$ cat src/rtl/pulse_mon_pkg.sv
// Shared types, widths, error codes and saturating arithmetic helpers
// for the TTL pulse-train monitor.
package pulse_mon_pkg;

  localparam int unsigned CNT_W  = 32;
  localparam int unsigned PCNT_W = 16;

  typedef enum logic [2:0] {
    IDLE       = 3'd0,
    WAIT_FIRST = 3'd1,
    HIGH       = 3'd2,
    LOW        = 3'd3,
    DONE       = 3'd4,
    ERR        = 3'd5
  } state_e;

  localparam logic [1:0] ERR_NONE   = 2'd0;
  localparam logic [1:0] ERR_WIDTH  = 2'd1;
  localparam logic [1:0] ERR_PERIOD = 2'd2;
  localparam logic [1:0] ERR_START  = 2'd3;

  function automatic logic [CNT_W-1:0] sat_add(input logic [CNT_W-1:0] a,
                                               input logic [CNT_W-1:0] b);
    logic [CNT_W:0] s;
    s = {1'b0, a} + {1'b0, b};
    return s[CNT_W] ? '1 : s[CNT_W-1:0];
  endfunction

  function automatic logic [CNT_W-1:0] sat_sub(input logic [CNT_W-1:0] a,
                                               input logic [CNT_W-1:0] b);
    logic [CNT_W:0] d;
    d = {1'b0, a} - {1'b0, b};
    return d[CNT_W] ? '0 : d[CNT_W-1:0];
  endfunction

  function automatic logic [CNT_W-1:0] sat_inc(input logic [CNT_W-1:0] a);
    return (a == '1) ? a : a + 1'b1;
  endfunction

  function automatic logic [PCNT_W-1:0] sat_inc16(input logic [PCNT_W-1:0] a);
    return (a == '1) ? a : a + 1'b1;
  endfunction

endpackage

$ cat src/rtl/ttl_edge_sync.sv
// Multi-flop synchronizer for an asynchronous TTL line, followed by a
// one-flop edge detector producing single-cycle rise/fall strobes.
module ttl_edge_sync #(
  parameter int unsigned SYNC_STAGES = 2
) (
  input  logic clk,
  input  logic rst_n,
  input  logic din,
  output logic rise,
  output logic fall
);

  logic [SYNC_STAGES-1:0] sync_q, sync_d;
  logic                   prev_q, prev_d;

  always_comb begin
    sync_d = {sync_q[SYNC_STAGES-2:0], din};
    prev_d = sync_q[SYNC_STAGES-1];
  end

  always_ff @(posedge clk or negedge rst_n) begin
    if (!rst_n) begin
      sync_q <= '0;
      prev_q <= 1'b0;
    end else begin
      sync_q <= sync_d;
      prev_q <= prev_d;
    end
  end

  assign rise =  sync_q[SYNC_STAGES-1] & ~prev_q;
  assign fall = ~sync_q[SYNC_STAGES-1] &  prev_q;

endmodule

$ cat src/rtl/pulse_train_monitor.sv
// Measures high time, period and pulse count of one TTL line and checks
// them against an expected train latched on arm; reports done or error.
module pulse_train_monitor
  import pulse_mon_pkg::*;
#(
  parameter int unsigned SYNC_STAGES   = 2,
  parameter logic [31:0] TOL           = 32'd0,
  parameter logic [31:0] START_TIMEOUT = 32'hFFFF_FFFF
) (
  input  logic        clk,
  input  logic        rst_n,
  input  logic        ttl_in,
  input  logic        arm,
  input  logic [31:0] exp_width,
  input  logic [31:0] exp_period,
  input  logic [15:0] exp_count,
  output logic        busy,
  output logic        done,
  output logic        error,
  output logic [1:0]  err_code,
  output logic [31:0] meas_width,
  output logic [31:0] meas_period,
  output logic [15:0] meas_count
);

  logic rise, fall;

  ttl_edge_sync #(.SYNC_STAGES(SYNC_STAGES)) u_sync (
    .clk   (clk),
    .rst_n (rst_n),
    .din   (ttl_in),
    .rise  (rise),
    .fall  (fall)
  );

  state_e              state_q, state_d;
  logic [CNT_W-1:0]    exp_width_q, exp_width_d;
  logic [CNT_W-1:0]    exp_period_q, exp_period_d;
  logic [PCNT_W-1:0]   exp_count_q, exp_count_d;
  logic [CNT_W-1:0]    width_cnt_q, width_cnt_d;
  logic [CNT_W-1:0]    period_cnt_q, period_cnt_d;
  logic [CNT_W-1:0]    start_cnt_q, start_cnt_d;
  logic [CNT_W-1:0]    meas_width_q, meas_width_d;
  logic [CNT_W-1:0]    meas_period_q, meas_period_d;
  logic [PCNT_W-1:0]   meas_count_q, meas_count_d;
  logic [1:0]          err_code_q, err_code_d;

  logic [CNT_W-1:0] w_lo, w_hi, w_lim, p_lo, p_hi, p_lim;
  logic             width_ok, period_ok;

  // Acceptance windows saturate at 0 / all-ones; *_lim is the first
  // count that can no longer end in a valid pulse or period.
  always_comb begin
    w_lo      = sat_sub(exp_width_q, TOL);
    w_hi      = sat_add(exp_width_q, TOL);
    w_lim     = sat_inc(w_hi);
    p_lo      = sat_sub(exp_period_q, TOL);
    p_hi      = sat_add(exp_period_q, TOL);
    p_lim     = sat_inc(p_hi);
    width_ok  = (width_cnt_q >= w_lo) && (width_cnt_q <= w_hi);
    period_ok = (period_cnt_q >= p_lo) && (period_cnt_q <= p_hi);
  end

  always_comb begin
    state_d       = state_q;
    exp_width_d   = exp_width_q;
    exp_period_d  = exp_period_q;
    exp_count_d   = exp_count_q;
    width_cnt_d   = width_cnt_q;
    period_cnt_d  = period_cnt_q;
    start_cnt_d   = start_cnt_q;
    meas_width_d  = meas_width_q;
    meas_period_d = meas_period_q;
    meas_count_d  = meas_count_q;
    err_code_d    = err_code_q;

    if (arm) begin
      exp_width_d   = exp_width;
      exp_period_d  = exp_period;
      exp_count_d   = exp_count;
      width_cnt_d   = '0;
      period_cnt_d  = '0;
      start_cnt_d   = '0;
      meas_width_d  = '0;
      meas_period_d = '0;
      meas_count_d  = '0;
      err_code_d    = ERR_NONE;
      state_d       = (exp_count == '0) ? DONE : WAIT_FIRST;
    end else begin
      unique case (state_q)
        WAIT_FIRST: begin
          if (rise) begin
            meas_count_d = 16'd1;
            width_cnt_d  = 32'd1;
            period_cnt_d = 32'd1;
            state_d      = HIGH;
          end else begin
            start_cnt_d = sat_inc(start_cnt_q);
            if ((START_TIMEOUT != '1) && (start_cnt_d == START_TIMEOUT)) begin
              err_code_d = ERR_START;
              state_d    = ERR;
            end
          end
        end
        HIGH: begin
          period_cnt_d = sat_inc(period_cnt_q);
          if (fall) begin
            meas_width_d = width_cnt_q;
            if (!width_ok) begin
              err_code_d = ERR_WIDTH;
              state_d    = ERR;
            end else if (meas_count_q == exp_count_q) begin
              state_d = DONE;
            end else begin
              state_d = LOW;
            end
          end else begin
            width_cnt_d = sat_inc(width_cnt_q);
            if (width_cnt_d >= w_lim) begin
              meas_width_d = width_cnt_d;
              err_code_d   = ERR_WIDTH;
              state_d      = ERR;
            end
          end
        end
        LOW: begin
          period_cnt_d = sat_inc(period_cnt_q);
          if (rise) begin
            meas_period_d = period_cnt_q;
            if (!period_ok) begin
              err_code_d = ERR_PERIOD;
              state_d    = ERR;
            end else begin
              meas_count_d = sat_inc16(meas_count_q);
              width_cnt_d  = 32'd1;
              period_cnt_d = 32'd1;
              state_d      = HIGH;
            end
          end else if (period_cnt_d >= p_lim) begin
            err_code_d = ERR_PERIOD;
            state_d    = ERR;
          end
        end
        IDLE, DONE, ERR: ;
        default: state_d = IDLE;
      endcase
    end
  end

  always_ff @(posedge clk or negedge rst_n) begin
    if (!rst_n) begin
      state_q       <= IDLE;
      exp_width_q   <= '0;
      exp_period_q  <= '0;
      exp_count_q   <= '0;
      width_cnt_q   <= '0;
      period_cnt_q  <= '0;
      start_cnt_q   <= '0;
      meas_width_q  <= '0;
      meas_period_q <= '0;
      meas_count_q  <= '0;
      err_code_q    <= ERR_NONE;
    end else begin
      state_q       <= state_d;
      exp_width_q   <= exp_width_d;
      exp_period_q  <= exp_period_d;
      exp_count_q   <= exp_count_d;
      width_cnt_q   <= width_cnt_d;
      period_cnt_q  <= period_cnt_d;
      start_cnt_q   <= start_cnt_d;
      meas_width_q  <= meas_width_d;
      meas_period_q <= meas_period_d;
      meas_count_q  <= meas_count_d;
      err_code_q    <= err_code_d;
    end
  end

  assign busy        = (state_q == WAIT_FIRST) || (state_q == HIGH) || (state_q == LOW);
  assign done        = (state_q == DONE);
  assign error       = (state_q == ERR);
  assign err_code    = err_code_q;
  assign meas_width  = meas_width_q;
  assign meas_period = meas_period_q;
  assign meas_count  = meas_count_q;

endmodule

$ cat config.mk
export PLATFORM = sky130hd
export DESIGN_NAME = pulse_train_monitor
export DESIGN_NICKNAME = d
export VERILOG_FILES = /design/src/rtl/pulse_mon_pkg.sv /design/src/rtl/ttl_edge_sync.sv /design/src/rtl/pulse_train_monitor.sv
export SDC_FILE = /design/constraint.sdc
export NUM_CORES = 1
export LEC_CHECK = 0
export BUFFER_PORTS_ARGS = -buffer_cell sky130_fd_sc_hd__buf_4
export CAP_MARGIN = 20
export CORE_UTILIZATION = 43
export CTS_BUF_LIST = sky130_fd_sc_hd__clkbuf_8
export CTS_CLUSTER_SIZE = 16
export DETAILED_ROUTE_END_ITERATION = 8
export GPL_ROUTABILITY_DRIVEN = 0
export GPL_TIMING_DRIVEN = 1
export SLEW_MARGIN = 10
export SYNTH_ARGS = -nofsm -noshare
export SYNTH_HDL_FRONTEND = slang
export SYNTH_SLANG_ARGS = --single-unit
$ cat constraint.sdc
create_clock -name clk -period 8.1 [get_ports clk]
set_input_delay 1.62 -clock clk [delete_from_list [all_inputs] [get_ports clk]]
set_output_delay 1.62 -clock clk [all_outputs]
set_load 0.02 [all_outputs]
==> qor.yml, run 1 <==
diodes: 0
grt_pass1_wl_um: 67600
port_buffers: 168
antenna_found_initial: 0
firstDrtPassIters: 7
drt_iter0_drc: 860
grt_pass1_vias: 12100
synth_top_area_share_pct: 38.2
fin_skew_ns: 0.0252
cpMostUsedCell: "nand4_1"
worst-path-max-fanout: 51
period_needed_ns: 5.46
startpoint_type: "flip-flop"
clock-sinks: 232
yosysSeqAreaShare_pct: 38.2
r2r_slack_ns: 2.64
ys.flop_type: "dfrtp_1"
ioPinCount: 169
cts_resized: 0
dp_hpwl_um: 31700
rows: 68
critPathKind: "reg -> reg"
timing.rr.end: "meas_width[17]"
syn-cell-area_um2: 15200
post-cts-setup-buffer-count: 0
hold_start: "u_sync.sync_q[0]"
syn_avg_cell_area_um2: 9.43
synth_top_cell_by_area: "dfrtp_1"
post-place-ws_ns: 2.67
ys_ff_latch: 232
cp.required_ns: 8.64
clk_pin_slew_ns: 0.06
power.density_nw_per_um2: 181
drive_gt1_share_pct: 20.0
routed_wl_um: 42800
routedWlPerCell_um: 19.5
leakagePower_nw: 7.63
clk_latency_ns: 0.61
initial_utilization_pct: 43.9
setup_tns_ns: 0
grt_max_degree: 95
max-clock-path-buffers: 3
synth_fp_nets: 1764
h-tree-depth: 2
async_reset_ff_share_pct: 100
via_per_inst: 5.75
ant_nets: 0
timing.fmax_mhz: 183
drc: 0
die_h_um: 190
overflow: 0
fin_ws_ns: 2.64
rsz0062_at_grt: "false"
crit_path_end_kind: "flip-flop"
hold_end: "u_sync.sync_q[1]"
synth_top_cells_by_area: "dfrtp_1 38%, xnor2_1 6.8%, xor2_1 6.3%"
cts-root-buf: "clkbuf_8"
fillers: 3256
via_count: 12600
worst_pin_slew_ns: 1.16
finalPower_mw: 3.17
drv_slew: 0
grtUsageTotal_pct: 24.0
hold_violations: 0
holdWs_ns: 0.348
status: "finished clean"
die_w_um: 190
core_um2: 34600
maxCapViolCount: 0
setup_violations: 0
slowest_stage: "nor4_4"
cts_tree: "built"
worstPathArrival_ns: 5.99
holdPathStages: 0
synthCells: 1611
worstReg2RegStart: "width_cnt_q[11]"
worst_r2r_path_depth: 15
fin_crit_sh_pct: 67.3
synth_edf_count: 0
dieArea_um2: 36100
irDropWorstVdd_v: 0.000111
cts_buffers: 43
syn_to_final_growth_pct: 15.5
slew_headroom_pct: 22.2
yosys_warnings: 0
nets: 1867
holdBufCountCts: 0
min_path_type: "reg -> reg"
synth_cell_types: 65
slowest_delay_ns: 0.81
path_cells: "nand4_1, or4_1, nor4_4, nor3_1, nand3_1, xnor2_1, ha_1, nand4_1, nor2_1, nand4_1, o22ai_1, o22ai_4, buf_4, nor2_1, a22o_1"
## critical path, delay by kind of cell, from the launching register on
kind / cells / cell delay, ns
DFF: 1 / 0.53
AOI/OAI and AO/OA: 3 / 0.71
buffers and inverters: 1 / 0.30
and+or+nand+nor: 9 / 3.42
adders and majority gates: 1 / 0.31
xor gates and xnor gates: 1 / 0.09
## cells by family after synthesis
logic type	Yosys count	synth area share, %
flops	232	38.2
compound gates	307	13.5
fa+ha+maj	69	5.68
buf+inv	162	4.64
xor+xnor	228	13.1
simple gates	529	18.6
mux	84	6.19
## layout by cell type, fill, tap and decap left out, types with 64 or more instances in the layout
cell     synthesis  final
nand4_1         64     64
o21ai_0         86     86
nand3_1         73     73
nand2_1        120    120
xor2_1         110    110
mux2_2          80     80
xnor2_1        118    118
dfrtp_1        232    232
ha_1            69     69
nor2_1          82     81
buf_4            8    179
## stage by stage
step / cells / utilization, % / instance area [um^2]
2_1_floorplan: 1611 / - / 15200
6_report: 2197 / 50.7 / 17500
4_1_cts: 2195 / 50.5 / 17500
5_1_grt: 2197 / 50.7 / 17500
3_5_place_dp: 2122 / 47.9 / 16600
3_3_place_gp: 2122 / 47.9 / 16600
## synthesized netlist by cell type (all sizes together), types with 47 or more instances
cell type / n
xor2: 110
a21oi: 58
o21ai: 92
nor2: 82
xnor2: 118
dfrtp: 232
nand4: 66
buf: 47
clkbuf: 77
nand2: 120
a22o: 52
ha: 69
mux2: 80
nand3: 73
## metal layers
metal,global-route usage (%),part of all wire (%),vias up,routed length [um]
met3,3.84,5.7,103,2420
li1,-,-,6040,-
met1,33.2,45,6059,19300
met2,37.2,46,426,19500
met5,0,0,-,0
met4,9.80,3.6,0,1550
## power by group
part | leakage, nW | switching (mW) | internal [mW]
registers | 3.04 | 0.123 | 1.22
logic | 4.10 | 0.364 | 0.255
clock network | 0.493 | 0.514 | 0.691
total | 7.63 | 1.00 | 2.17
## final cells by class
class / instances / area (um^2) / area share (%)
inverter: 38 / 143 / 0.813
sequential: 232 / 5810 / 33.1
clock inverter: 16 / 133 / 0.756
multi-input combinational: 1217 / 8710 / 49.6
tap: 455 / 569 / 3.24
timing repair buffer: 182 / 1400 / 7.99
clock buffer: 57 / 785 / 4.47
## how the worst max path moves through the flow
| stage | start | to | depth (start not counted) |
|---|---|---|---|
| 6_report | width_cnt_q[11] | meas_width[17] | 15 |
| 5_1_grt | width_cnt_q[27] | meas_width[7] | 15 |
| 2_1_floorplan | exp_width_q[3] | meas_width[11] | 17 |
| 3_3_place_gp | width_cnt_q[9] | meas_width[29] | 15 |
| 3_5_place_dp | width_cnt_q[9] | meas_width[5] | 15 |
| 4_1_cts | width_cnt_q[9] | meas_width[17] | 15 |
## sequential cells by signal (all words and copies together) (netlist names)
signal         flops
err_code           2
exp_count_q       16
exp_period_q      32
exp_width_q       32
meas_count        16
meas_period       32
meas_width        32
period_cnt_q      32
state_q            3
u_sync.prev_q      1
u_sync.sync_q      2
width_cnt_q       32
Note: power is estimated with default switching activity, not from simulation.
==> run 2, diff against run 1 <==
- clock period: 8.1 -> 5.03 ns (I/O delays scaled with it)
==> qor.yml, run 2 (synthesis gave the netlist of run 1 again) <==
status: "finished clean"
setup_tns_ns: 0
rsz0062_at_grt: "false"
irDropWorstVdd_v: 0.000180
drt_iter0_drc: 893
worstPathArrival_ns: 5.21
firstDrtPassIters: 5
drive_gt1_share_pct: 22.0
leakagePower_nw: 7.90
slew_headroom_pct: 28.1
power_frac_comb_pct: 19.1
dp.cells: 2158
die_w_um: 190
diodes: 0
cell_internal_pwr_mw: 3.74
max-clock-path-buffers: 3
clkPwrFrac_pct: 40.6
p_seq_share_pct: 40.2
drc: 0
setup_violations: 0
worst-path-max-fanout: 9
crit_path_end_kind: "flip-flop"
port_buffers: 168
grtUsageTotal_pct: 24.5
syn_to_final_growth_pct: 18.3
ant_nets: 0
fin_crit_sh_pct: 94.2
die_h_um: 190
period_needed_ns: 4.74
maxCapViolCount: 0
routed_wl_um: 43700
swShare_pct: 30.7
instances_no_fill: 2242
min_path_type: "reg -> reg"
final_common_cell: "dfrtp_1"
dp_hpwl_um: 32700
via_per_inst: 5.68
drv_slew: 0
via_count: 12700
switchingPower_mw: 1.65
routedWlPerCell_um: 19.5
cts_tree: "built"
finish.utilization_pct: 51.9
timing.fmax_mhz: 211
nets: 1904
overflow: 0
clock-sinks: 232
ioPinCount: 169
critPathKind: "reg -> reg"
holdBufCountCts: 0
h-tree-depth: 2
fin_skew_ns: 0.0398
grt_pass1_vias: 12300
dieArea_um2: 36100
post-cts-setup-buffer-count: 0
grt_pass1_wl_um: 69200
grt_max_degree: 114
worst_pin_slew_ns: 1.08
clk_pin_slew_ns: 0.05
cts-root-buf: "clkbuf_8"
clk_latency_ns: 0.62
cts_buffers: 45
initial_utilization_pct: 43.9
power.density_nw_per_um2: 300
hold_violations: 0
rows: 68
core_um2: 34600
cp.required_ns: 5.51
antenna_found_initial: 0
startpoint_type: "flip-flop"
layout_common_cells: "232 x dfrtp_1, 212 x buf_4, 120 x nand2_1"
holdWs_ns: 0.346
run 2: power by group through the flow:
stage                     Combinational (mW)  Clock (mW)  Sequential (mW)
after CTS                               1.03        2.25             2.17
after global placement                  1.00           0             2.20
final                                   1.03        2.19             2.17
after floorplan                        0.680           0             2.12
after detailed placement                1.03           0             2.20
after global routing                    1.13        2.34             2.19
run 2: layout make-up:
type	count	area [um^2]
clock buffer	61	840
clock inverter	22	226
tap	455	569
multi-input combinational	1217	8720
timing repair buffer	217	1670
sequential	232	5810
fill	3192	16700
inverter	38	143
run 2: final timing paths:
check / depth (start not counted) / to / startpoint / slack [ns]
worst max-delay path: 16 / state_q[2] / width_cnt_q[0] / 0.29
worst min-delay path: 0 / u_sync.sync_q[1] / u_sync.sync_q[0] / 0.35
worst max register to register: 16 / state_q[2] / width_cnt_q[0] / 0.29
worst min register to register: 0 / u_sync.sync_q[1] / u_sync.sync_q[0] / 0.35
max in group asynchronous: 2 / exp_period_q[13] / rst_n / 3.52
min in group asynchronous: 1 / meas_period[29] / rst_n / 0.48
run 2: through the flow:
step | area [um^2] | power, mW | setup slack, ns
3_3_place_gp | 16900 | 3.20 | 0.00348
2_1_floorplan | 15200 | 2.80 | 1.03
3_5_place_dp | 16900 | 3.23 | -0.0738
4_1_cts | 18000 | 5.45 | 0.0825
5_1_grt | 18000 | 5.65 | 0.00537
6_report | 18000 | 5.39 | 0.293
run 2: per-layer routing:
| metal | vias to the layer above | global-route usage, % | wire (um) |
|---|---|---|---|
| li1 | 6124 | - | - |
| met1 | 6083 | 33.4 | 19200 |
| met2 | 429 | 38.3 | 20200 |
| met3 | 89 | 3.87 | 2630 |
| met4 | 0 | 11.0 | 1600 |
| met5 | - | 0 | 0 |
run 2: repair_timing:
action	CTS	global route
endpoints found under the setup margin	4	19
resized for setup	1	3
pin swaps	0	0
run 2: critical path, stage by stage (launching register included):
cell and delay [ns]:
dfrtp_1 0.57, ha_1 0.34, nand4_1 0.13, nor2_1 0.14, buf_4 0.17, nand4_1 0.24, a211oi_2 0.47, xor2_1 0.14
ha_1 0.36, a21oi_1 0.18, nand2_1 0.09, a2111oi_1 0.54, o211ai_1 0.33, nor4_2 0.39, buf_4 0.19, nor3_1 0.06
mux2_2 0.27
